$ cat src/rtl/qdec_filter.sv
// -----------------------------------------------------------------------------
// qdec_filter
//
// Quadrature decoder for one incremental encoder channel pair. The A/B levels
// arrive already synchronized to clk. Each channel goes through a glitch filter
// first. The filtered Gray-code transitions are then decoded into:
//   - a wrapping two's-complement position count,
//   - a direction flag,
//   - a one-cycle step strobe,
//   - a sticky illegal-transition flag.
//
// Optional feature (macro QDEC_INDEX_EN):
//   Adds an index channel Z, filtered like A/B. A filtered rising edge of Z
//   zeroes the position and pulses idx for one cycle.
//
// Parameters
//   FILT_LEN   consecutive differing samples needed before the filtered level
//              follows the raw level (1..255; 1 = plain register stage)
//   CNT_WIDTH  width of the position counter
//
// Ports
//   clk      system clock, rising edge
//   rst      synchronous active-high reset
//   a_in     synchronized encoder channel A
//   b_in     synchronized encoder channel B
//   z_in     synchronized index channel (QDEC_INDEX_EN only)
//   clr      level-sensitive synchronous clear of pos
//   err_clr  level-sensitive clear of err
//   pos      signed position count (wraps modulo 2^CNT_WIDTH)
//   dir      direction of last counted step, 1 = forward
//   step     one-cycle pulse per counted step
//   err      sticky illegal-transition (both channels changed) flag
//   idx      one-cycle pulse on filtered Z rising edge (QDEC_INDEX_EN only)
// -----------------------------------------------------------------------------
`timescale 1ns/1ps

module qdec_filter #(
    parameter int FILT_LEN  = 4,
    parameter int CNT_WIDTH = 16
) (
    input  logic                 clk,
    input  logic                 rst,
    input  logic                 a_in,
    input  logic                 b_in,
`ifdef QDEC_INDEX_EN
    input  logic                 z_in,
    output logic                 idx,
`endif
    input  logic                 clr,
    input  logic                 err_clr,
    output logic [CNT_WIDTH-1:0] pos,
    output logic                 dir,
    output logic                 step,
    output logic                 err
);

    // Channel 0 = A, channel 1 = B, channel 2 = Z (index build only).
`ifdef QDEC_INDEX_EN
    localparam int NCH = 3;
`else
    localparam int NCH = 2;
`endif

    // Counter value at which the next differing sample is accepted.
    localparam logic [7:0] FILT_LAST = 8'(FILT_LEN - 1);

    typedef enum logic {
        ST_INIT,
        ST_RUN
    } state_t;

    state_t               state_q, state_d;
    logic [NCH-1:0]       raw;
    logic [NCH-1:0]       filt_q, filt_d;
    logic [NCH-1:0]       prev_q, prev_d;
    logic [NCH-1:0][7:0]  cnt_q, cnt_d;
    logic [CNT_WIDTH-1:0] pos_q, pos_d;
    logic                 dir_q, dir_d;
    logic                 step_q, step_d;
    logic                 err_q, err_d;
`ifdef QDEC_INDEX_EN
    logic                 idx_q, idx_d;
`endif

    logic                 run;
    logic [1:0]           g_cur, g_prv, g_delta;
    logic                 fwd, rev, illegal, index_hit;

`ifdef QDEC_INDEX_EN
    assign raw = {z_in, b_in, a_in};
`else
    assign raw = {b_in, a_in};
`endif

    // Position of an {A,B} pair along the forward cycle 00->01->11->10.
    function automatic logic [1:0] gray_pos(input logic a, input logic b);
        logic [1:0] p;
        case ({a, b})
            2'b00:   p = 2'd0;
            2'b01:   p = 2'd1;
            2'b11:   p = 2'd2;
            default: p = 2'd3;
        endcase
        return p;
    endfunction

    // Decode compares the current filtered pair with the pair one cycle
    // earlier. The modulo-4 distance along the cycle gives the direction:
    // 1 = forward, 3 = reverse, 2 = both bits changed (illegal).
    assign run     = (state_q == ST_RUN);
    assign g_cur   = gray_pos(filt_q[0], filt_q[1]);
    assign g_prv   = gray_pos(prev_q[0], prev_q[1]);
    assign g_delta = g_cur - g_prv;
    assign fwd     = run && (g_delta == 2'd1);
    assign rev     = run && (g_delta == 2'd3);
    assign illegal = run && (g_delta == 2'd2);

`ifdef QDEC_INDEX_EN
    assign index_hit = run && filt_q[2] && !prev_q[2];
`else
    assign index_hit = 1'b0;
`endif

    always_comb begin
        state_d = state_q;
        filt_d  = filt_q;
        prev_d  = prev_q;
        cnt_d   = cnt_q;
        pos_d   = pos_q;
        dir_d   = dir_q;
        step_d  = 1'b0;
        err_d   = err_q;
`ifdef QDEC_INDEX_EN
        idx_d   = 1'b0;
`endif

        case (state_q)
            // Take the encoder's resting levels as-is so a non-00 rest
            // position is not decoded as a step or illegal jump.
            ST_INIT: begin
                filt_d  = raw;
                prev_d  = raw;
                cnt_d   = '0;
                state_d = ST_RUN;
            end

            ST_RUN: begin
                for (int i = 0; i < NCH; i++) begin
                    if (raw[i] == filt_q[i]) begin
                        cnt_d[i] = 8'd0;
                    end else if (cnt_q[i] == FILT_LAST) begin
                        filt_d[i] = raw[i];
                        cnt_d[i]  = 8'd0;
                    end else begin
                        cnt_d[i] = cnt_q[i] + 8'd1;
                    end
                end

                prev_d = filt_q;

                if (fwd) begin
                    pos_d  = pos_q + CNT_WIDTH'(1);
                    dir_d  = 1'b1;
                    step_d = 1'b1;
                end else if (rev) begin
                    pos_d  = pos_q - CNT_WIDTH'(1);
                    dir_d  = 1'b0;
                    step_d = 1'b1;
                end

`ifdef QDEC_INDEX_EN
                idx_d = index_hit;
`endif
            end

            default: state_d = ST_INIT;
        endcase

        // Clearing wins over a simultaneous count; step/dir still report it.
        if (clr || index_hit) begin
            pos_d = '0;
        end

        // A fresh illegal transition keeps err set even while err_clr is high.
        if (illegal) begin
            err_d = 1'b1;
        end else if (err_clr) begin
            err_d = 1'b0;
        end
    end

    always_ff @(posedge clk) begin
        if (rst) begin
            state_q <= ST_INIT;
            filt_q  <= '0;
            prev_q  <= '0;
            cnt_q   <= '0;
            pos_q   <= '0;
            dir_q   <= 1'b0;
            step_q  <= 1'b0;
            err_q   <= 1'b0;
`ifdef QDEC_INDEX_EN
            idx_q   <= 1'b0;
`endif
        end else begin
            state_q <= state_d;
            filt_q  <= filt_d;
            prev_q  <= prev_d;
            cnt_q   <= cnt_d;
            pos_q   <= pos_d;
            dir_q   <= dir_d;
            step_q  <= step_d;
            err_q   <= err_d;
`ifdef QDEC_INDEX_EN
            idx_q   <= idx_d;
`endif
        end
    end

    assign pos  = pos_q;
    assign dir  = dir_q;
    assign step = step_q;
    assign err  = err_q;
`ifdef QDEC_INDEX_EN
    assign idx  = idx_q;
`endif

endmodule

$ cat config.mk
export PLATFORM = sky130hd
export DESIGN_NAME = qdec_filter
export DESIGN_NICKNAME = d
export VERILOG_FILES = /design/src/rtl/qdec_filter.sv
export SDC_FILE = /design/constraint.sdc
export NUM_CORES = 1
export LEC_CHECK = 0
export ABC_AREA = 1
export BUFFER_PORTS_ARGS = -buffer_cell sky130_fd_sc_hd__buf_2
export CAP_MARGIN = 40
export CORE_ASPECT_RATIO = 1.4
export CORE_UTILIZATION = 23
export DETAILED_ROUTE_END_ITERATION = 8
export SLEW_MARGIN = 30
export SYNTH_ARGS = -nofsm -noshare
export SYNTH_HDL_FRONTEND = slang
export SYNTH_SLANG_ARGS = --single-unit
$ cat constraint.sdc
create_clock -name clk -period 3.3 [get_ports clk]
set_clock_uncertainty 0.2 [all_clocks]
set_input_delay 0.33 -clock clk [delete_from_list [all_inputs] [get_ports clk]]
set_output_delay 0.33 -clock clk [all_outputs]
set_load 0.05 [all_outputs]
==> results_dict.tcl <==
set metrics [dict create \
    outcome "completed" \
    end_kind "flip-flop" \
    synth_cell_type_count 32 \
    p_switching_uw 661.2 \
    timing_hold_violations_final 0 \
    nNetsFinal 449 \
    p_clk_frac 0.315 \
    pre_cts_ws_ns 0.1296 \
    crit_arrival_ns 3.05 \
    grt_pass1_wl_um 9956 \
    path_class "reg2reg" \
    timing.final.crit_share 0.9313 \
    htreeDepth 2 \
    clock_path_buffers 2 \
    n_antenna_cell 0 \
    die-width_um 91.51 \
    pwr-share-seq 0.299 \
    viasPerCell 4.457 \
    first_global_vias 2376 \
    cp_slowest_stage_delay_ns 0.43 \
    core-area_sq_um 10870 \
    final_util 0.2946 \
    fp-row-count 45 \
    synth_top_area_frac 0.3104 \
    track_usage 0.1044 \
    fmax_mhz 325.4 \
    cts-root-buf "clkbuf_16" \
    critPathMostFrequentCell "nand2_1" \
    grt_max_degree 28 \
    finalCriticalPeriod_ns 3.073 \
    cts_made_buffers 5 \
    layout-drive-gt1-share 0.1551 \
    worstSkewPairLatency_ns 0.28 \
    cts_tree "yes" \
    yosysWarnings 0 \
    worstPathMaxFanout 6 \
    wl_per_cell_um 11.13 \
    swShare 0.3738 \
    ys_seq_elements 40 \
    finalSetupViolations 0 \
    slowest_stage "dfxtp_1" \
    cts.sinks 40 \
    slew_viol_final 0 \
    syn_avg_cell_area_sq_um 6.772 \
    p_leak_uw 0.001561 \
    syn_area_sq_um 2580 \
    dr.pass1.iters 4 \
    required_ns 3.28 \
    postSynthCellCount 381 \
    p_comb_frac 0.386 \
    p_int_uw 1108 \
    place.gp.congestion 0.8325 \
    syn_nets 412 \
    hold_class "in2reg" \
    num_vias 2496 \
    ctsHoldBuffers 0 \
    area_growth_pct 24.10 \
    antenna_found_initial 0 \
    hpwl_um 4399 \
    yosysTopAreaCell "dfxtp_1" \
    cp_num_buf_inv 6 \
    max_slew.worst_pin.slew_ns 0.5834 \
    synth-seq-area-share 0.3104 \
    crit_family "simple AND/OR/NAND/NOR gates" \
    floorplan.initialDensity 0.2374 \
    drc 0 \
    path_cells "ha_1 -> ha_2 -> inv_1 -> nand2_1 -> nand3_2 -> buf_4 -> nand3_4 -> buf_4 -> ha_2 -> nand2_1 -> inv_1 -> nand2_1 -> nor3_1 -> nand2_1 -> nand2_1 -> inv_1 -> nand2_1 -> nand3_1 -> nand2_1 -> inv_1" \
    maxCapViolCount 0 \
    ios 25 \
    die_area_sq_um 11650 \
    synth.area.top_cells "dfxtp_1 31%, ha_1 12%, nand2_1 12%" \
    grt-ovfl-total 0 \
    postPlaceCellArea_sq_um 2867 \
    ant_nets 0 \
    routed_wl_um 6231 \
    crit_path_start_kind "flip-flop" \
    clkTransAtPathRegs_ns 0.06 \
    first_iter_violations 76 \
    io_buffers 24 \
    fp.dieH_um 127.3 \
    p_per_area_nw_per_um2 552.5 \
    worst_slack_ns 0.2268 \
    maxSlewHeadroom 0.6096 \
    ir_worst_vdd_mv 0.2495 \
    design_area_sq_um 3202 \
]
[path summary, 6_finish.rpt]
check / cells past startpoint / endpoint / slack [ns] / startpoint
worst max-delay path: 20 / pos[15]$_SDFFE_PP0P_ / 0.23 / filt_q[0]$_SDFFE_PP0P_
worst max register to register: 20 / pos[15]$_SDFFE_PP0P_ / 0.23 / filt_q[0]$_SDFFE_PP0P_
worst min register to register: 1 / cnt_q[0]$_SDFF_PP0_ / 0.25 / cnt_q[0]$_SDFF_PP0_
worst min-delay path: 4 / err$_SDFFE_PP0P_ / 0.10 / err_clr
[synthesized netlist by cell type (all sizes together)]
cell type / n
a21oi: 29
a31oi: 1
and2: 2
buf: 3
dfxtp: 40
fa: 1
ha: 24
inv: 66
nand2: 81
nand3: 25
nand3b: 2
nand4: 8
nor2: 50
nor3: 12
nor3b: 2
nor4: 2
o211ai: 1
o21a: 1
o21ai: 20
o21bai: 1
or2: 1
xnor2: 2
xor2: 7
[worst reg2reg max path, cell delays in order (launching register included)]
cell and delay [ns]:
dfxtp_1 0.43, ha_1 0.28, ha_2 0.20, inv_1 0.05, nand2_1 0.08, nand3_2 0.08, buf_4 0.13, nand3_4 0.14
buf_4 0.22, ha_2 0.38, nand2_1 0.07, inv_1 0.09, nand2_1 0.08, nor3_1 0.13, nand2_1 0.07, nand2_1 0.08
inv_1 0.04, nand2_1 0.05, nand3_1 0.06, nand2_1 0.07, inv_1 0.04
[placed cells by master, fill, tap and decap left out, types with 2 or more instances in the layout]
cell type | Yosys | routed
a21oi_1 | 29 | 25
nor2_1 | 48 | 47
nor2_2 | 1 | 2
nand3_4 | 1 | 2
nor4_1 | 2 | 2
nand2_1 | 80 | 79
a21oi_2 | 0 | 4
dfxtp_1 | 40 | 39
buf_4 | 1 | 7
nand3_2 | 2 | 3
ha_4 | 0 | 3
clkbuf_16 | 0 | 5
buf_2 | 2 | 24
o21ai_0 | 19 | 17
nor3_1 | 11 | 11
and2_1 | 2 | 2
inv_1 | 65 | 65
ha_1 | 24 | 19
nor3b_1 | 2 | 2
o21ai_2 | 1 | 2
nand3_1 | 22 | 21
ha_2 | 0 | 2
xor2_1 | 7 | 7
nand4_1 | 8 | 8
nand3b_1 | 2 | 2
[cell families after synthesis]
group | count (synthesis) | synth area share
adders and majority gates | 25 | 0.1242
buffers and inverters | 69 | 0.1028
and+or+nand+nor | 185 | 0.3244
DFF | 40 | 0.3104
AOI/OAI and AO/OA | 53 | 0.1077
xor gates and xnor gates | 9 | 0.03055
[through the flow]
stage | std cells | hold WS (ns) | power [uW] | TNS [ns]
2_1_floorplan | 381 | 0.1991 | 1014 | 0
3_3_place_gp | 544 | 0.2277 | 1128 | 0
3_5_place_dp | 544 | 0.2442 | 1134 | 0
4_1_cts | 552 | 0.09537 | 1702 | 0
5_1_grt | 560 | 0.1141 | 1899 | -0.02063
6_report | 560 | 0.1038 | 1769 | 0
[sequential cells by signal, indices dropped and copies added, names as in the netlist]
signal / count
pos: 16
prev_q: 2
step: 1
dir: 1
run: 1
cnt_q: 16
filt_q: 2
err: 1
[per-layer routing]
metal / up-vias / GRT usage / part of all wire
met4: 0 / 0.04388 / 0.012
li1: 1301 / - / -
met5: - / 0 / 0
met1: 1147 / 0.1147 / 0.45
met3: 6 / 0.02262 / 0.031
met2: 42 / 0.1920 / 0.51
[cell type report]
cell class	instances	area, sq um
clock buffer	5	125.1
clock inverter	3	42.54
fill	1186	7665
inverter	66	247.7
multi-input combinational	273	1615
sequential	40	802.0
tap	141	176.4
timing repair buffer	32	192.7
[power by group through the flow]
| stage | combinational (uW) | clock, uW | sequential, uW |
|---|---|---|---|
| floorplan | 416 | 0 | 598 |
| global placement | 589 | 0 | 539 |
| detailed placement | 595 | 0 | 539 |
| CTS | 598 | 576 | 528 |
| global route | 766 | 600 | 533 |
| finish | 682 | 557 | 530 |
[repair_timing]
action,in CTS,in global routing
resized for setup,0,21
buffers inserted,0,7
endpoints found under the setup margin,0,10
No activity file was read; power rests on OpenSTA's default activity.
